$ cat config.mk
export PLATFORM = sky130hd
export DESIGN_NAME = charge_ram_ctrl
export DESIGN_NICKNAME = d
export VERILOG_FILES = /design/src/rtl/charge_ram_ctrl.sv
export SDC_FILE = /design/constraint.sdc
export NUM_CORES = 1
export LEC_CHECK = 0
export ABC_AREA = 1
export BUFFER_PORTS_ARGS = -buffer_cell sky130_fd_sc_hd__buf_4
export CAP_MARGIN = 20
export CORE_MARGIN = 3
export CORE_UTILIZATION = 45
export CTS_BUF_LIST = sky130_fd_sc_hd__clkbuf_8
export CTS_CLUSTER_DIAMETER = 150
export DETAILED_ROUTE_END_ITERATION = 8
export GPL_TIMING_DRIVEN = 0
export PLACE_DENSITY = 0.77
export SYNTH_ARGS = -nofsm -noshare
export SYNTH_HDL_FRONTEND = slang
export SYNTH_SLANG_ARGS = --single-unit
$ cat constraint.sdc
create_clock -name clk -period 5.35 [get_ports clk]
set_clock_uncertainty 0.2 [all_clocks]
set_input_delay 0.535 -clock clk [delete_from_list [all_inputs] [get_ports clk]]
set_output_delay 0.535 -clock clk [all_outputs]
set_load 0.01 [all_outputs]
$ cat src/rtl/charge_ram_ctrl.sv
// Charge RAM sequencer: clears the RAM after reset, then arbitrates accumulate/check
// ops into a 2-stage read-modify-write pipeline. Optional macro: CHARGE_LEAK_EN.
module charge_ram_ctrl #(
    parameter int ADDR_W     = 8,
    parameter int DATA_W     = 16,
    parameter int WEIGHT_W   = 8,
    parameter int LEAK_SHIFT = 2
) (
    input  logic                       clk,
    input  logic                       reset,
    input  logic                       acc_valid,
    output logic                       acc_ready,
    input  logic [ADDR_W-1:0]          acc_addr,
    input  logic signed [WEIGHT_W-1:0] acc_weight,
    input  logic                       chk_valid,
    output logic                       chk_ready,
    input  logic [ADDR_W-1:0]          chk_addr,
    input  logic signed [DATA_W-1:0]   chk_threshold,
    output logic                       fire_valid,
    output logic [ADDR_W-1:0]          fire_addr,
    output logic                       init_done,
    output logic                       ram_rd_en,
    output logic [ADDR_W-1:0]          ram_rd_addr,
    input  logic signed [DATA_W-1:0]   ram_rd_data,
    output logic                       ram_wr_en,
    output logic [ADDR_W-1:0]          ram_wr_addr,
    output logic signed [DATA_W-1:0]   ram_wr_data
);

    typedef enum logic {INIT, RUN} state_t;

    localparam logic [ADDR_W-1:0]        LAST_ADDR  = '1;
    localparam logic signed [DATA_W-1:0] MAX_CHARGE = {1'b0, {(DATA_W-1){1'b1}}};
    localparam logic signed [DATA_W-1:0] MIN_CHARGE = {1'b1, {(DATA_W-1){1'b0}}};

`ifndef CHARGE_LEAK_EN
    localparam int leak_shift_unused = LEAK_SHIFT;
`endif

    state_t                     state, state_nxt;
    logic [ADDR_W-1:0]          sweep_cnt;
    logic                       rr_chk;

    logic                       acc_grant, chk_grant, contested, accept;
    logic [ADDR_W-1:0]          addr_p0;
    logic                       bypass_p0;

    logic                       vld_p1;
    logic                       op_chk_p1;
    logic                       bypass_p1;
    logic [ADDR_W-1:0]          addr_p1;
    logic signed [WEIGHT_W-1:0] weight_p1;
    logic signed [DATA_W-1:0]   thr_p1;
    logic signed [DATA_W-1:0]   bypass_data_p1;
    logic signed [DATA_W-1:0]   operand_p1;
    logic signed [DATA_W-1:0]   result_p1;
    logic                       fire_p1;

    function automatic logic signed [DATA_W-1:0] sat_add(
        input logic signed [DATA_W-1:0]   a,
        input logic signed [WEIGHT_W-1:0] w
    );
        logic signed [DATA_W:0] sum;
        sum = (DATA_W+1)'(a) + (DATA_W+1)'(w);
        if (sum[DATA_W] != sum[DATA_W-1])
            return sum[DATA_W] ? MIN_CHARGE : MAX_CHARGE;
        return sum[DATA_W-1:0];
    endfunction

    function automatic logic signed [DATA_W-1:0] retain(input logic signed [DATA_W-1:0] v);
`ifdef CHARGE_LEAK_EN
        return v - (v >>> LEAK_SHIFT);
`else
        return v;
`endif
    endfunction

    // Stage 0: arbitration and RAM read issue
    always_comb begin
        acc_grant = 1'b0;
        chk_grant = 1'b0;
        contested = 1'b0;
        if (reset && state == RUN) begin
            contested = acc_valid && chk_valid;
            if (contested) begin
                chk_grant = rr_chk;
                acc_grant = !rr_chk;
            end else begin
                chk_grant = chk_valid;
                acc_grant = acc_valid;
            end
        end
    end

    assign accept    = acc_grant || chk_grant;
    assign addr_p0   = chk_grant ? chk_addr : acc_addr;
    // The RAM returns the pre-write value when reading the address stage 1 is writing
    assign bypass_p0 = vld_p1 && (addr_p0 == addr_p1);

    always_comb begin
        state_nxt   = state;
        acc_ready   = 1'b0;
        chk_ready   = 1'b0;
        ram_rd_en   = 1'b0;
        ram_rd_addr = '0;
        ram_wr_en   = 1'b0;
        ram_wr_addr = '0;
        ram_wr_data = '0;
        if (reset) begin
            case (state)
                INIT: begin
                    ram_wr_en   = 1'b1;
                    ram_wr_addr = sweep_cnt;
                    if (sweep_cnt == LAST_ADDR)
                        state_nxt = RUN;
                end
                RUN: begin
                    acc_ready   = acc_grant;
                    chk_ready   = chk_grant;
                    ram_rd_en   = accept;
                    ram_rd_addr = accept ? addr_p0 : '0;
                    ram_wr_en   = vld_p1;
                    ram_wr_addr = vld_p1 ? addr_p1 : '0;
                    ram_wr_data = vld_p1 ? result_p1 : '0;
                end
                default: state_nxt = INIT;
            endcase
        end
    end

    always_ff @(posedge clk) begin
        if (!reset) begin
            state      <= INIT;
            sweep_cnt  <= '0;
            init_done  <= 1'b0;
            rr_chk     <= 1'b1;
            vld_p1     <= 1'b0;
            fire_valid <= 1'b0;
            fire_addr  <= '0;
        end else begin
            state <= state_nxt;
            if (state == INIT)
                sweep_cnt <= sweep_cnt + ADDR_W'(1);
            if (state == INIT && state_nxt == RUN)
                init_done <= 1'b1;
            if (contested)
                rr_chk <= !rr_chk;
            vld_p1     <= accept;
            fire_valid <= vld_p1 && fire_p1;
            if (vld_p1 && fire_p1)
                fire_addr <= addr_p1;
        end
    end

    // Stage 1: operand select, compute, write back
    always_ff @(posedge clk) begin
        op_chk_p1      <= chk_grant;
        addr_p1        <= addr_p0;
        weight_p1      <= acc_weight;
        thr_p1         <= chk_threshold;
        bypass_p1      <= bypass_p0;
        bypass_data_p1 <= result_p1;
    end

    always_comb begin
        operand_p1 = bypass_p1 ? bypass_data_p1 : ram_rd_data;
        fire_p1    = 1'b0;
        result_p1  = sat_add(operand_p1, weight_p1);
        if (op_chk_p1) begin
            fire_p1   = operand_p1 >= thr_p1;
            result_p1 = fire_p1 ? '0 : retain(operand_p1);
        end
    end

endmodule

==> metrics.csv, run 1 <==
metric;value;unit
antenna_found_initial;0;
die_x;104.1;um
clock-sinks;71;
ys.flop_type;dfxtp_1;
cts_buffers;9;
pre_cts_ws;1.233;ns
vias;4263;
critPathArrivalTime;3.74;ns
p_per_area;265.9;nW/um2
grt_pass1_wl;18990;um
finalSetupViolCount;0;
port-buffer-count;105;
r2r_setup_slack;1.98;ns
ctsHoldBuffers;0;
gp_congestion;0.9023;
min_path_cells;1;
ant_nets;0;
critical_path_required;4.62;ns
cts_tree;done;
wl_per_cell;13.25;um
syn-instance-count;624;
yosysSeqAreaShare;0.3285;
crit_path_end_kind;output port;
start_util;0.4660;
layout-drive-gt1-share;0.2389;
core-area;9284;um2
fmax;0.2234;GHz
peakVddDrop;146.9;uV
netlist_top_cells_count;185 x nand2_1, 85 x inv_1, 71 x dfxtp_1;
num_antenna_cells;0;
setup_ws;0.8730;ns
htree_num_levels;3;
die_area;10830;um2
synth_most_common_cell;nand2_1;
fin_tns_setup;0;ns
overflow;0;
clockRootBuffer;clkbuf_8;
yosys_warnings;0;
leakage;2.960;nW
r2r_cells;19;
rsz0062_at_grt;false;
reg2reg_from;bypass_p1;
cts_setup_buffers;0;
grt_max_degree;14;
slew_headroom;0.4918;
min_to;thr_p1[15];
hold_class;in -> reg;
ys_seq_elements;71;
slew_violations;0;
area_growth;27.79;%
path_max_fanout;10;
syn_nets;718;
nFillCells;875;
path_class;reg -> out;
drv_cap;0;
die_y;104.1;um
vias_per_cell;4.878;
path_clk_slew;0.09;ns
min_from;chk_threshold[15];
synth_cell_types;39;
period_needed;4.477;ns
period_share;0.8368;
r2r_end;bypass_data_p1[11];
start_kind;flip-flop;
grtUsageTotal;0.2116;
clockBufferDepth;2;
synth_top_cell_area_share;0.3285;
hold_slack;0.07484;ns
drtIter0Drc;236;
placed_cell_area;5276;um2
postSynthAreaPerCell;6.934;um2
status;finished clean;
hold_viol;0;
syn_area;4327;um2
rows;35;
fin_nets;834;
grt_pass1_vias;4057;
netlist_top_cells_area;dfxtp_1 33%, nand2_1 16%, ha_1 9.5%, inv_1 7.4%, nor2_1 4.3%;
wl;11580;um
dp_hpwl;9160;um
dr.pass1.iters;5;
stdcell_area;5529;um2
final_core_util;0.5956;
synth_edf_count;0;
async_reset_ff_frac;0;
drt_drc_violations_left;0;
clk-insertion-delay-late;0.36;ns
yosys.area.top_type;dfxtp_1;
cts_resized;0;
worstMarginPinSlew;0.7622;ns
io_pins;106;
worst max-delay path, stage by stage (launching register included):
cell and delay [ns]:
dfxtp_1 0.30, buf_2 0.17, inv_1 0.18, clkbuf_1 0.45, nand2_1 0.10, nand2_1 0.15
ha_1 0.26, nand2_1 0.08, inv_1 0.04, o21bai_1 0.11, nand2_1 0.06, a21oi_1 0.31
a21oi_1 0.14, nor2_2 0.26, buf_4 0.24, nand3_1 0.11, a21oi_1 0.24, buf_4 0.18
how the worst max path moves through the flow:
stage	startpoint	to	slack, ns	cells past startpoint
global placement	bypass_p1	ram_wr_data[15]	1.25	16
global route	bypass_p1	ram_wr_data[15]	0.58	17
floorplan	bypass_p1	ram_wr_data[10]	1.91	19
detailed placement	bypass_p1	ram_wr_data[15]	1.23	17
CTS	bypass_p1	ram_wr_data[15]	0.82	17
finish	bypass_p1	ram_wr_data[15]	0.87	17
through the flow:
stage,std cells,power (mW)
6_report,874,1.470
3_5_place_dp,858,0.9267
4_1_cts,874,1.473
3_3_place_gp,858,0.9180
5_1_grt,874,1.543
2_1_floorplan,624,0.8335
routing by layer:
metal | global-route usage | routed length (um)
met3 | 0.04407 | 621
met4 | 0.06268 | 185
met2 | 0.3440 | 5210
met5 | 0 | 0
met1 | 0.2832 | 5565
cell families after synthesis:
group | after synthesis | share of synthesized area
buffers and inverters | 103 | 0.09688
flip-flops | 71 | 0.3285
adder cells (fa/ha/maj) | 34 | 0.1001
AO/OA/AOI/OAI | 81 | 0.1220
multiplexers | 1 | 0.002314
XOR/XNOR | 17 | 0.03441
AND/OR/NAND/NOR | 317 | 0.3158
cell type report:
cell class | count | area [um2] | share of cell area
tap | 129 | 161.4 | 0.02919
inverter | 89 | 334.1 | 0.06042
clock inverter | 6 | 115.1 | 0.02082
multi-input combinational | 450 | 2486 | 0.4496
clock buffer | 10 | 137.6 | 0.02489
timing repair buffer | 105 | 788.3 | 0.1426
buffer | 14 | 85.08 | 0.01539
sequential | 71 | 1421 | 0.2571
cell usage in the layout, fill, tap and decap left out, types with 4 or more instances in the layout:
master and n:
nand3_1 31, clkbuf_1 7, xnor2_1 6, dfxtp_1 71, clkbuf_8 10, nor3_1 6
o22ai_1 8, inv_1 85, nor2_1 50, o21ai_0 9, xor2_1 11, inv_2 4
ha_1 33, nand2_2 20, a21oi_1 28, a21oi_2 14, buf_4 107, nand2_1 185
nand4_1 9, o21bai_1 11
flip-flops by register name, summed over array words and instances, names as in the netlist:
register,count
thr_p1,16
addr_p1,8
fire_addr,8
weight_p1,8
bypass_p1,1
fire_valid,1
rr_chk,1
sweep_cnt,8
op_chk_p1,1
state,1
init_done,1
bypass_data_p1,16
vld_p1,1
where the power goes:
part | total [mW] | internal, mW | leakage (nW) | switching, mW
combinational | 0.324 | 0.133 | 2.25 | 0.192
sequential | 0.595 | 0.577 | 0.591 | 0.0176
clock | 0.550 | 0.325 | 0.123 | 0.225
Power figures use the tool's default switching activity.
==> run 2: changes to the inputs <==
PLACE_DENSITY = 0.8   (was 0.77)
clock period = 3.79 ns   (was 5.35 ns; I/O delays follow)
==> run 2 against run 1 <==
Net effect: global-route usage rose by 0.61 points; worst hold slack lost 0.014 ns; cell count rose by 3.8%; power rose by 39%; critical endpoint is now ram_wr_data[6]; largest cell class unchanged; highest routed layer unchanged.
==> metrics.csv, run 2 (synthesis results as in run 1) <==
metric;value;unit;change
status;finished clean;;
finalSetupViolCount;0;;unchanged
port-buffer-count;105;;unchanged
stdcell_count;907;;+3.8%
die_area;10830;um2;unchanged
htree_num_levels;3;;unchanged
antenna_found_initial;0;;unchanged
layout_commonest_cell;nand2_1;;
vias_per_cell;4.946;;+1.4%
num_antenna_cells;0;;unchanged
fin_nets;867;;+4.0%
reg2reg_from;bypass_p1;;
r2r_setup_slack;1.03;ns;-0.95 ns
leakage;3.126;nW;+5.6%
hold_slack;0.06043;ns;-0.01441 ns
layout-drive-gt1-share;0.2776;;+0.03871
stdcell_area;6022;um2;+8.9%
start_kind;flip-flop;;
grt_max_degree;13;;-1
die_y;104.1;um;unchanged
r2r_cells;19;;unchanged
critical_path_required;3.21;ns;-1.41 ns
r2r_end;bypass_data_p1[6];;
path_class;reg -> out;;
hold_viol;0;;unchanged
critPathArrivalTime;3.06;ns;-0.68 ns
drv_cap;0;;unchanged
clockBufferDepth;2;;unchanged
cts_buffers;9;;unchanged
drt_drc_violations_left;0;;unchanged
clock-sinks;71;;unchanged
clockRootBuffer;clkbuf_8;;
min_to;addr_p1[7];;
wl;12150;um;+4.9%
area_growth;39.18;%;
p_per_area;338.7;nW/um2;+27%
peakVddDrop;262.8;uV;+79%
dr.pass1.iters;5;;unchanged
placed_cells;858;;unchanged
drtIter0Drc;238;;+0.85%
slew_violations;0;;unchanged
gp_congestion;0.9134;;+1.2%
core-area;9284;um2;unchanged
clk-insertion-delay-late;0.35;ns;about the same
period_share;0.9600;;
path_clk_slew;0.07;ns;-0.02 ns
slew_headroom;0.5000;;+0.008189
die_x;104.1;um;unchanged
ant_nets;0;;unchanged
most-common-layout-cells;179 x nand2_1, 114 x buf_4, 83 x inv_1;;
top_regs;bypass_data_p1: 16 flops, thr_p1: 16 flops;;
wl_per_cell;13.39;um;+1.1%
worstMarginPinSlew;0.7500;ns;-0.01228 ns
start_util;0.4660;;unchanged
vias;4486;;+5.2%
overflow;0;;unchanged
cts_tree;done;;
grtUsageTotal;0.2177;;+0.006149
grt_pass1_vias;4187;;+3.2%
period_needed;3.638;ns;
fmax;0.2748;GHz;
nFillCells;787;;-10%
crit_path_end_kind;output port;;
io_pins;106;;unchanged
hold_class;in -> reg;;
fin_tns_setup;0;ns;unchanged
total_power;2.039;mW;+39%
placed_cell_area;5276;um2;unchanged
dp_hpwl;9089;um;-0.77%
path_max_fanout;5;;-5
min_from;chk_addr[7];;
grt_pass1_wl;19250;um;+1.4%
rows;35;;unchanged
min_path_cells;3;;+2
run 2: cell types whose count changed in the layout (fill, tap and decap cells not counted), sizes merged:
| cell | delta |
|---|---|
| dlygate4sd3 | +24 |
| buf | +10 |
| clkbuf | +1 |
| bufinv | -2 |
run 2: timing repair:
item / CTS / global route
resized for setup: 16 / 36
pin swaps: 3 / 13
endpoints found under the setup margin: 16 / 16
cloned: 1 / 0
hold buffers: 24 / 0
endpoints found under the hold margin: 24 / 0
setup buffers: 5 / 5
run 2: where the power goes:
part           switching (mW)  internal, mW
logic                   0.295         0.242
registers              0.0287         0.815
clock network           0.299         0.359
run 2: critical path, cell delays in order, from the launching register on:
cell	delay, ns
dfxtp_4	0.37
inv_4	0.05
or2_4	0.23
o21ai_4	0.07
inv_2	0.07
ha_4	0.17
fa_2	0.40
nand2_2	0.08
nand2_2	0.07
nand3_2	0.07
nand2_2	0.07
nand2_2	0.09
nand2_2	0.07
nand2_2	0.06
nand2_2	0.07
a21oi_4	0.19
buf_6	0.14
buf_16	0.12
nand2_2	0.06
a21oi_2	0.11
buf_4	0.15
run 2: how the worst max path moves through the flow:
| stage | start | to | slack [ns] | depth (start not counted) |
|---|---|---|---|---|
| global route | bypass_p1 | ram_wr_data[2] | -0.02 | 17 |
| global placement | bypass_p1 | ram_wr_data[15] | -0.15 | 17 |
| detailed placement | bypass_p1 | ram_wr_data[15] | -0.21 | 17 |
| finish | bypass_p1 | ram_wr_data[6] | 0.15 | 20 |
| CTS | bypass_p1 | ram_wr_data[4] | 0.01 | 21 |
| floorplan | bypass_p1 | ram_wr_data[10] | 0.51 | 19 |
run 2: layout make-up:
type                            count  area [um2]  area share
Multi-Input combinational cell    450        2659      0.4415
Sequential cell                    71        1426      0.2369
Timing Repair Buffer              140        1139      0.1891
Inverter                           89       336.6     0.05589
Clock buffer                       12       165.2     0.02743
Tap cell                          129       161.4     0.02680
Buffer                             12       83.83     0.01392
Clock inverter                      4       51.30    0.008519
run 2: stage by stage:
step | util | worst slack (ns)
after floorplan | - | 0.5080
after global placement | 0.5683 | -0.1467
after detailed placement | 0.5683 | -0.2078
after CTS | 0.6288 | 0.01345
after global routing | 0.6487 | -0.02371
final | 0.6487 | 0.1515
run 2: layer usage:
layer,vias to the layer above,track usage,wire [um]
met1,2018,0.2790,5283
li1,2273,-,-
met3,14,0.04159,898
met2,181,0.3644,5783
met4,0,0.07977,183
met5,-,0,0
